$ cat src/rtl/rns_mac_accumulator_pkg.sv
// Shared RNS types and helpers for the RNS multiply-accumulate slice.
// Residue width, channel count and the modular-add primitive live here.
package rns_pkg;

  localparam int RES_W  = 8;
  localparam int NUM_CH = 4;
  localparam int RNS_W  = 32;

  typedef logic [NUM_CH-1:0][RES_W-1:0] rns_word_t;

  // Both operands are already reduced, so one conditional subtract suffices.
  // The 9-bit sum keeps the subtract meaningful even for a modulus of 256.
  function automatic logic [RES_W-1:0] mod_add(
    input logic [RES_W-1:0] a,
    input logic [RES_W-1:0] b,
    input logic [RES_W:0]   m
  );
    logic [RES_W:0] s;
    s = {1'b0, a} + {1'b0, b};
    if (s >= m) s = s - m;
    return s[RES_W-1:0];
  endfunction

endpackage

$ cat src/rtl/rns_mac_accumulator_lane.sv
// One residue channel of the RNS MAC: reduced product register and
// modular accumulator for modulus M.
module rns_mac_lane
  import rns_pkg::*;
#(
  parameter int M = 251
) (
  input  logic             clk,
  input  logic             rst_n,
  input  logic             load,
  input  logic [RES_W-1:0] x1,
  input  logic [RES_W-1:0] x2,
  input  logic             update,
  input  logic             first,
  output logic [RES_W-1:0] acc_next
);

  localparam logic [RES_W:0]     MOD   = (RES_W+1)'(M);
  localparam logic [2*RES_W-1:0] MOD_P = (2*RES_W)'(M);

  logic [2*RES_W-1:0] prod;
  logic [RES_W-1:0]   prod_mod;
  logic [RES_W-1:0]   p;
  logic [RES_W-1:0]   acc;

  assign prod     = {{RES_W{1'b0}}, x1} * {{RES_W{1'b0}}, x2};
  // Reducing the full product also folds unreduced input residues.
  assign prod_mod = RES_W'(prod % MOD_P);

  // NOTE: state registers use non-blocking assignments so every flop samples
  // pre-edge values regardless of block ordering.
  always_ff @(posedge clk or negedge rst_n) begin
    if (!rst_n) begin
      p   <= '0;
      acc <= '0;
    end else begin
      if (load)   p   <= prod_mod;
      if (update) acc <= acc_next;
    end
  end

  assign acc_next = mod_add(first ? '0 : acc, p, MOD);

endmodule

$ cat src/rtl/rns_mac_accumulator.sv
// Pipelined RNS multiply-accumulate: product stage, accumulate stage, and a
// registered per-frame result. Optional residue range checking under
// RNS_RESIDUE_CHECK_EN adds the sticky in_err output.
module rns_mac_accumulator
  import rns_pkg::*;
#(
  parameter int B0    = 251,
  parameter int B1    = 241,
  parameter int B2    = 239,
  parameter int B3    = 233,
  parameter int CNT_W = 16
) (
  input  logic             clk,
  input  logic             rst_n,
  input  logic             in_valid,
  output logic             in_ready,
  input  logic [RNS_W-1:0] in_x1,
  input  logic [RNS_W-1:0] in_x2,
  input  logic             in_last,
  output logic             out_valid,
  input  logic             out_ready,
  output logic [RNS_W-1:0] out_acc,
  output logic [CNT_W-1:0] out_count
`ifdef RNS_RESIDUE_CHECK_EN
  ,
  output logic             in_err
`endif
);

  localparam int             MODS [NUM_CH] = '{B0, B1, B2, B3};
  localparam logic [CNT_W-1:0] CNT_MAX     = '1;

  logic             adv;
  logic             accept;
  logic             fire;
  logic             p_valid;
  logic             p_last;
  logic             first;
  logic [CNT_W-1:0] cnt;
  logic [CNT_W-1:0] cnt_next;
  rns_word_t        x1_w;
  rns_word_t        x2_w;
  rns_word_t        acc_next;

  // A stalled output register freezes every stage behind it.
  assign adv      = !out_valid || out_ready;
  assign in_ready = adv;
  assign accept   = in_valid && adv;
  assign fire     = adv && p_valid;

  assign x1_w = in_x1;
  assign x2_w = in_x2;

  for (genvar g = 0; g < NUM_CH; g++) begin : g_lane
    rns_mac_lane #(
      .M (MODS[g])
    ) u_lane (
      .clk      (clk),
      .rst_n    (rst_n),
      .load     (accept),
      .x1       (x1_w[g]),
      .x2       (x2_w[g]),
      .update   (fire),
      .first    (first),
      .acc_next (acc_next[g])
    );
  end

  always_ff @(posedge clk or negedge rst_n) begin
    if (!rst_n) begin
      p_valid <= 1'b0;
      p_last  <= 1'b0;
    end else if (adv) begin
      p_valid <= accept;
      if (accept) p_last <= in_last;
    end
  end

  assign cnt_next = first ? CNT_W'(1) : ((cnt == CNT_MAX) ? cnt : cnt + 1'b1);

  // NOTE: every control and output flop has an explicit reset value; a
  // mid-frame reset must leave first set so the next beat opens a new frame.
  always_ff @(posedge clk or negedge rst_n) begin
    if (!rst_n) begin
      first     <= 1'b1;
      cnt       <= '0;
      out_valid <= 1'b0;
      out_acc   <= '0;
      out_count <= '0;
    end else begin
      if (out_valid && out_ready) out_valid <= 1'b0;
      if (fire) begin
        cnt   <= cnt_next;
        first <= p_last;
        if (p_last) begin
          out_acc   <= acc_next;
          out_count <= cnt_next;
          out_valid <= 1'b1;
        end
      end
    end
  end

`ifdef RNS_RESIDUE_CHECK_EN
  logic res_bad;

  // NOTE: the default assignment ahead of the loop keeps this combinational
  // block free of inferred latches.
  always_comb begin
    res_bad = 1'b0;
    for (int i = 0; i < NUM_CH; i++) begin
      if (({1'b0, x1_w[i]} >= (RES_W+1)'(MODS[i])) ||
          ({1'b0, x2_w[i]} >= (RES_W+1)'(MODS[i])))
        res_bad = 1'b1;
    end
  end

  always_ff @(posedge clk or negedge rst_n) begin
    if (!rst_n)                  in_err <= 1'b0;
    else if (accept && res_bad)  in_err <= 1'b1;
  end
`endif

endmodule

$ cat config.mk
export PLATFORM = sky130hd
export DESIGN_NAME = rns_mac_accumulator
export DESIGN_NICKNAME = d
export VERILOG_FILES = /design/src/rtl/rns_mac_accumulator_pkg.sv /design/src/rtl/rns_mac_accumulator_lane.sv /design/src/rtl/rns_mac_accumulator.sv
export SDC_FILE = /design/constraint.sdc
export NUM_CORES = 1
export LEC_CHECK = 0
export BUFFER_PORTS_ARGS = -buffer_cell sky130_fd_sc_hd__buf_4
export CELL_PAD_IN_SITES_DETAIL_PLACEMENT = 1
export CELL_PAD_IN_SITES_GLOBAL_PLACEMENT = 2
export CORE_MARGIN = 5
export CORE_UTILIZATION = 30
export DETAILED_ROUTE_END_ITERATION = 8
export GPL_ROUTABILITY_DRIVEN = 1
export MAX_ROUTING_LAYER = met4
export PLACE_DENSITY_LB_ADDON = 0.1
export SLEW_MARGIN = 20
export SYNTH_ARGS = -nofsm -noshare
export SYNTH_HDL_FRONTEND = slang
export SYNTH_SLANG_ARGS = --single-unit
$ cat constraint.sdc
create_clock -name clk -period 10 [get_ports clk]
set_input_delay 3 -clock clk [delete_from_list [all_inputs] [get_ports clk]]
set_output_delay 3 -clock clk [all_outputs]
set_load 0.05 [all_outputs]
==> flow_summary.ini, run 1 <==
[timing]
clock_skew_ns = 0.01047
slew-limit-headroom = 0.2720
worst_slack_ns = -3.459
setup_viol = 32
layout_min_cycle_time_ns = 13.46
holdWs_ns = 0.4705
worstMarginPinSlew_ns = 1.078
hold_viol_final = 0
timing.fmax_mhz = 74.30
grt_setup_unrepaired = yes
timing_max_transition_violations_final = 0
fin_crit_sh = 1.346

[setup_path]
worst_ep_required_time_ns = 10.29
r2r_cells = 15
crit_path_frequent_cell = buf_4
regToRegStartpoint = first
critPathKind = in -> reg
critical-path-slowest-cell = or4_4
crit_path_max_fanout = 5
max_stage_delay_ns = 0.57
worstSetupStartpointType = input pin
cp.arrival_ns = 13.75
ff2ff_setup_slack_ns = 4.87
worst_setup_path_end_kind = register
crit-reg2reg-capture = out_acc[15]

[finish]
antenna_cells = 0
regArea_sq_mm = 0.003304
multi_input_area_sq_mm = 0.02640
drive_gt1_frac = 0.4517
fill_cells = 10590
layout-area-overhead-vs-synth_pct = 61.50
nNetsFinal = 5179

[floorplanning]
die_h_um = 310.4
initial_core_util = 0.3018
die_x_um = 310.4
io_pins = 119
die_area_sq_mm = 0.09637
core_area_sq_mm = 0.08974
rows = 110

[min_path]
hold_end = g_lane[0].u_lane.acc[6]
hold_class = reg -> reg
hold_depth = 2
hold_path.startpoint = g_lane[0].u_lane.acc[6]

[synth]
async_reset_ff_frac = 1.000
ys_types = 145
ys_ff_latch = 132
synthesis.nets = 3879
synthFlopType = dfrtp_1
syn_area_per_cell_sq_um = 7.810
yosys.cell_count.top_type = nand2_1
synth-edff-count = 0
synth_top_area_frac = 0.1211
syn_area_sq_mm = 0.02708
synth_cells = 3467
synth.area.top_cells = dfrtp_1, fa_1, ha_1
yosys.area.top_type = dfrtp_1
synth_common_cells = nand2_1, inv_1, nor2_1
ys_warn_count = 0
seq_area_frac_synth = 0.1220

[global_routing]
grt_max_degree = 84
antenna_found_initial = 0
grt_pass1_vias = 34050
grt_first_pass_wirelength_um = 169800
grt_remaining_overflow = 0
grt_use_total = 0.2121

[clock_tree]
clkSinkCount = 132
path_clk_slew_ns = 0.06
cts_tree = done
cts.hold.buffers_added = 0
clk_latency_ns = 0.41
clockBufferDepth = 2
root_buffer = clkbuf_16
numCtsBuffers = 17
cts-htree-levels = 4

[route]
routed_via_density = 5.221
ant_nets = 0
drc_errors = 0
drt_wl_total_um = 103600
vias = 31090
wl_per_cell_um = 17.39
firstDrtPassIters = 5
drtIter0Drc = 1098

[outcome]
failed_checks = setup timing
outcome = complete, but fails checks

[place]
port_buffers = 118
gp_congestion = 0.8758
place_hpwl_um = 82260

[job]
maxCapViolations = 0
==> critical path, delay by kind of cell <==
family,cells,cell delay (ns)
AOI/OAI and AO/OA,20,4.45
xor gates and xnor gates,3,0.66
adders and majority gates,6,2.52
buffers and inverters,13,1.47
muxes,1,0.26
and+or+nand+nor,6,1.36
==> logic make-up after synthesis <==
| kind of cell | after synthesis | synth area share |
|---|---|---|
| AND/OR/NAND/NOR | 1352 | 0.2538 |
| AO/OA/AOI/OAI | 999 | 0.2732 |
| buffers and inverters | 358 | 0.05203 |
| adder cells (fa/ha/maj) | 353 | 0.2034 |
| XOR/XNOR | 199 | 0.06575 |
| flip-flops | 132 | 0.1220 |
| multiplexers | 74 | 0.02980 |
==> area by class of cell <==
type,instances,share of cell area
Inverter,255,0.02200
Timing Repair Buffer,1384,0.2515
Tap cell,1176,0.03365
Multi-Input combinational cell,2977,0.6037
Clock buffer,21,0.01076
Sequential cell,132,0.07556
Clock inverter,11,0.002861
==> state kept, by name, summed over array words and instances, names as in the netlist <==
name               flops
g_lane.u_lane.acc     32
first                  1
out_valid              1
g_lane.u_lane.p       32
out_acc               32
cnt                   16
p_valid                1
p_last                 1
out_count             16
==> cells in the final DEF (no fill, tap or decap), drive strengths merged, types with 26 or more instances in the layout <==
master	instances
a211oi	39
a21o	42
a21oi	163
a31oi	47
and2	210
and3	40
buf	1384
dfrtp	131
fa	148
ha	195
inv	255
mux2	34
mux2i	40
nand2	415
nand3	105
nand4	26
nor2	227
nor2b	49
nor3	97
nor4	28
o211ai	52
o21a	27
o21ai	212
o21bai	26
o31ai	52
or2	38
or3	42
xnor2	140
xor2	59
==> per-stage QoR <==
stage               setup slack (ns)  setup TNS, ns  utilization  instances  cell area (sq um)
global placement              -3.814        -113.40       0.4245       5683              38090
floorplan                     -3.271         -97.28            -       3467              28490
finish                        -3.459         -96.42       0.4873       5956              43730
global route                  -3.922        -109.43       0.4873       5956              43730
CTS                           -3.203         -90.83       0.4648       5856              41710
detailed placement            -3.970        -121.55       0.4245       5683              38090
==> how the worst max path moves through the flow <==
| stage | end | cells after the start | start |
|---|---|---|---|
| floorplan | g_lane[3].u_lane.p[1] | 47 | in_x1[27] |
| global placement | g_lane[3].u_lane.p[2] | 42 | in_x2[28] |
| detailed placement | g_lane[3].u_lane.p[3] | 42 | in_x2[28] |
| CTS | g_lane[3].u_lane.p[2] | 47 | in_x1[28] |
| global route | g_lane[3].u_lane.p[2] | 50 | in_x2[31] |
| finish | g_lane[3].u_lane.p[2] | 49 | in_x2[31] |
==> routing by layer <==
| layer | up-vias | wire (um) | track usage |
|---|---|---|---|
| met4 | 0 | 1253 | 0.02812 |
| met3 | 96 | 1198 | 0.01007 |
| li1 | 15190 | - | - |
| met2 | 236 | 55380 | 0.3996 |
| met5 | - | 0 | - |
| met1 | 15570 | 45770 | 0.2577 |
==> what timing repair did <==
item | in CTS | in global routing
setup buffers | 144 | 107
pin swaps | 241 | 197
endpoints found under the setup margin | 32 | 32
gates resized for setup | 442 | 247
Power of run 1 is not shown: default switching activity piles up to over one toggle a cycle in this logic, so the estimate is an artifact.
==> run 2: changes to the inputs <==
--- a/config.mk
+++ b/config.mk
@@ -14,6 +14,7 @@
 export GPL_ROUTABILITY_DRIVEN = 1
 export MAX_ROUTING_LAYER = met4
 export PLACE_DENSITY_LB_ADDON = 0.1
+export RECOVER_POWER = 50
 export SLEW_MARGIN = 20
 export SYNTH_ARGS = -nofsm -noshare
 export SYNTH_HDL_FRONTEND = slang
==> flow_summary.ini, run 2 (synthesis gave the netlist of run 1 again) <==
[outcome]
outcome = complete, but fails checks
failed_checks = capacitance limit, slew limit, setup timing

[finish]
drive_gt1_frac = 0.4414
antenna_cells = 0
layout.cells.non_filler = 5956
nNetsFinal = 5179
fill_cells = 10600
biggestRegsByFlops = g_lane.u_lane.acc (32), g_lane.u_lane.p (32), out_acc (32)
final_common_cell = buf_4
layout-area-overhead-vs-synth_pct = 60.79
final_cell_mix = buf_4, nand2_1, inv_1, nor2_1, and2_1

[floorplanning]
core_area_sq_mm = 0.08974
die_h_um = 310.4
initial_core_util = 0.3018
die_x_um = 310.4
rows = 110
die_area_sq_mm = 0.09637
io_pins = 119

[timing]
clock_skew_ns = 0.009996
layout_min_cycle_time_ns = 13.46
slew-limit-headroom = -2.186
worst_slack_ns = -3.459
grt_setup_unrepaired = yes
timing_max_transition_violations_final = 84
setup_tns_ns = -96.49
hold_viol_final = 0
timing.fmax_mhz = 74.30
setup_viol = 32
worstMarginPinSlew_ns = 4.779
fin_crit_sh = 1.346

[place]
gp_congestion = 0.8758
place_hpwl_um = 82260
port_buffers = 118
post-place-cells = 5683

[min_path]
hold_depth = 2
hold_path.startpoint = g_lane[1].u_lane.acc[0]
hold_class = reg -> reg
hold_end = g_lane[1].u_lane.acc[0]

[setup_path]
regToRegStartpoint = first
crit_path_frequent_cell = buf_4
critPathKind = in -> reg
worstSetupStartpointType = input pin
cp-startpoint = in_x2[31]
worst_ep_required_time_ns = 10.29
critical-path-slowest-cell = or4_4
max_stage_delay_ns = 0.57
worst_setup_path_end_kind = register
cp.arrival_ns = 13.75
r2r_cells = 15
ff2ff_setup_slack_ns = 4.85
crit_path_max_fanout = 5
crit-reg2reg-capture = out_acc[15]

[global_routing]
antenna_found_initial = 0
grt_pass1_vias = 34050
grt_use_total = 0.2121
grt_max_degree = 84
grt_remaining_overflow = 0
grt_first_pass_wirelength_um = 169800

[clock_tree]
cts_tree = done
root_buffer = clkbuf_16
path_clk_slew_ns = 0.06
clkSinkCount = 132
clk_latency_ns = 0.41
cts.hold.buffers_added = 0
cts-htree-levels = 4
clockBufferDepth = 2
numCtsBuffers = 17

[route]
firstDrtPassIters = 5
drtIter0Drc = 1031
drc_errors = 0
routed_via_density = 5.220
wl_per_cell_um = 17.40
ant_nets = 0
vias = 31090
drt_wl_total_um = 103600

[job]
maxCapViolations = 1
==> run 2: timing repair <==
| item | 4_1_cts | 5_1_grt |
|---|---|---|
| pin swaps | 241 | 197 |
| setup buffers | 144 | 107 |
| resized for setup | 442 | 247 |
| setup endpoints to repair | 32 | 32 |
==> run 2: layout make-up <==
type	instances	area, sq um	area share
tap	1176	1471	0.03379
multi-input combinational	2977	26400	0.6063
sequential	132	3304	0.07589
clock inverter	11	125.1	0.002874
inverter	255	962.2	0.02210
clock buffer	21	470.5	0.01080
timing repair buffer	1384	10810	0.2482
==> run 2: through the flow <==
stage / utilization / cell area [sq um] / hold WS [ns] / worst slack [ns]
final: 0.4852 / 43540 / 0.4704 / -3.459
after global placement: 0.4245 / 38090 / 0.4537 / -3.814
after floorplan: - / 28490 / 0.4379 / -3.271
after detailed placement: 0.4245 / 38090 / 0.4619 / -3.970
after global routing: 0.4852 / 43540 / 0.4827 / -3.922
after CTS: 0.4648 / 41710 / 0.4748 / -3.203
==> run 2: metal layers <==
metal | GRT usage | up-vias | part of all wire
met5 | - | - | 0
met4 | 0.02812 | 0 | 0.012
met3 | 0.01007 | 96 | 0.012
met2 | 0.3996 | 237 | 0.53
met1 | 0.2577 | 15570 | 0.44
li1 | - | 15190 | -
==> run 2: worst max-delay path by stage <==
stage,end,slack [ns],cells after the start
CTS,g_lane[3].u_lane.p[2],-3.20,47
finish,g_lane[3].u_lane.p[2],-3.46,49
floorplan,g_lane[3].u_lane.p[1],-3.27,47
global route,g_lane[3].u_lane.p[2],-3.92,50
global placement,g_lane[3].u_lane.p[2],-3.81,42
detailed placement,g_lane[3].u_lane.p[3],-3.97,42
==> run 2: critical path: cells and delay by family <==
kind	cells	cell delay (ns)
AOI/OAI and AO/OA	20	4.45
adders and majority gates	6	2.52
buffers and inverters	13	1.46
and+or+nand+nor	6	1.36
xor gates and xnor gates	3	0.66
muxes	1	0.26
Power of run 2 is left out for the same reason.
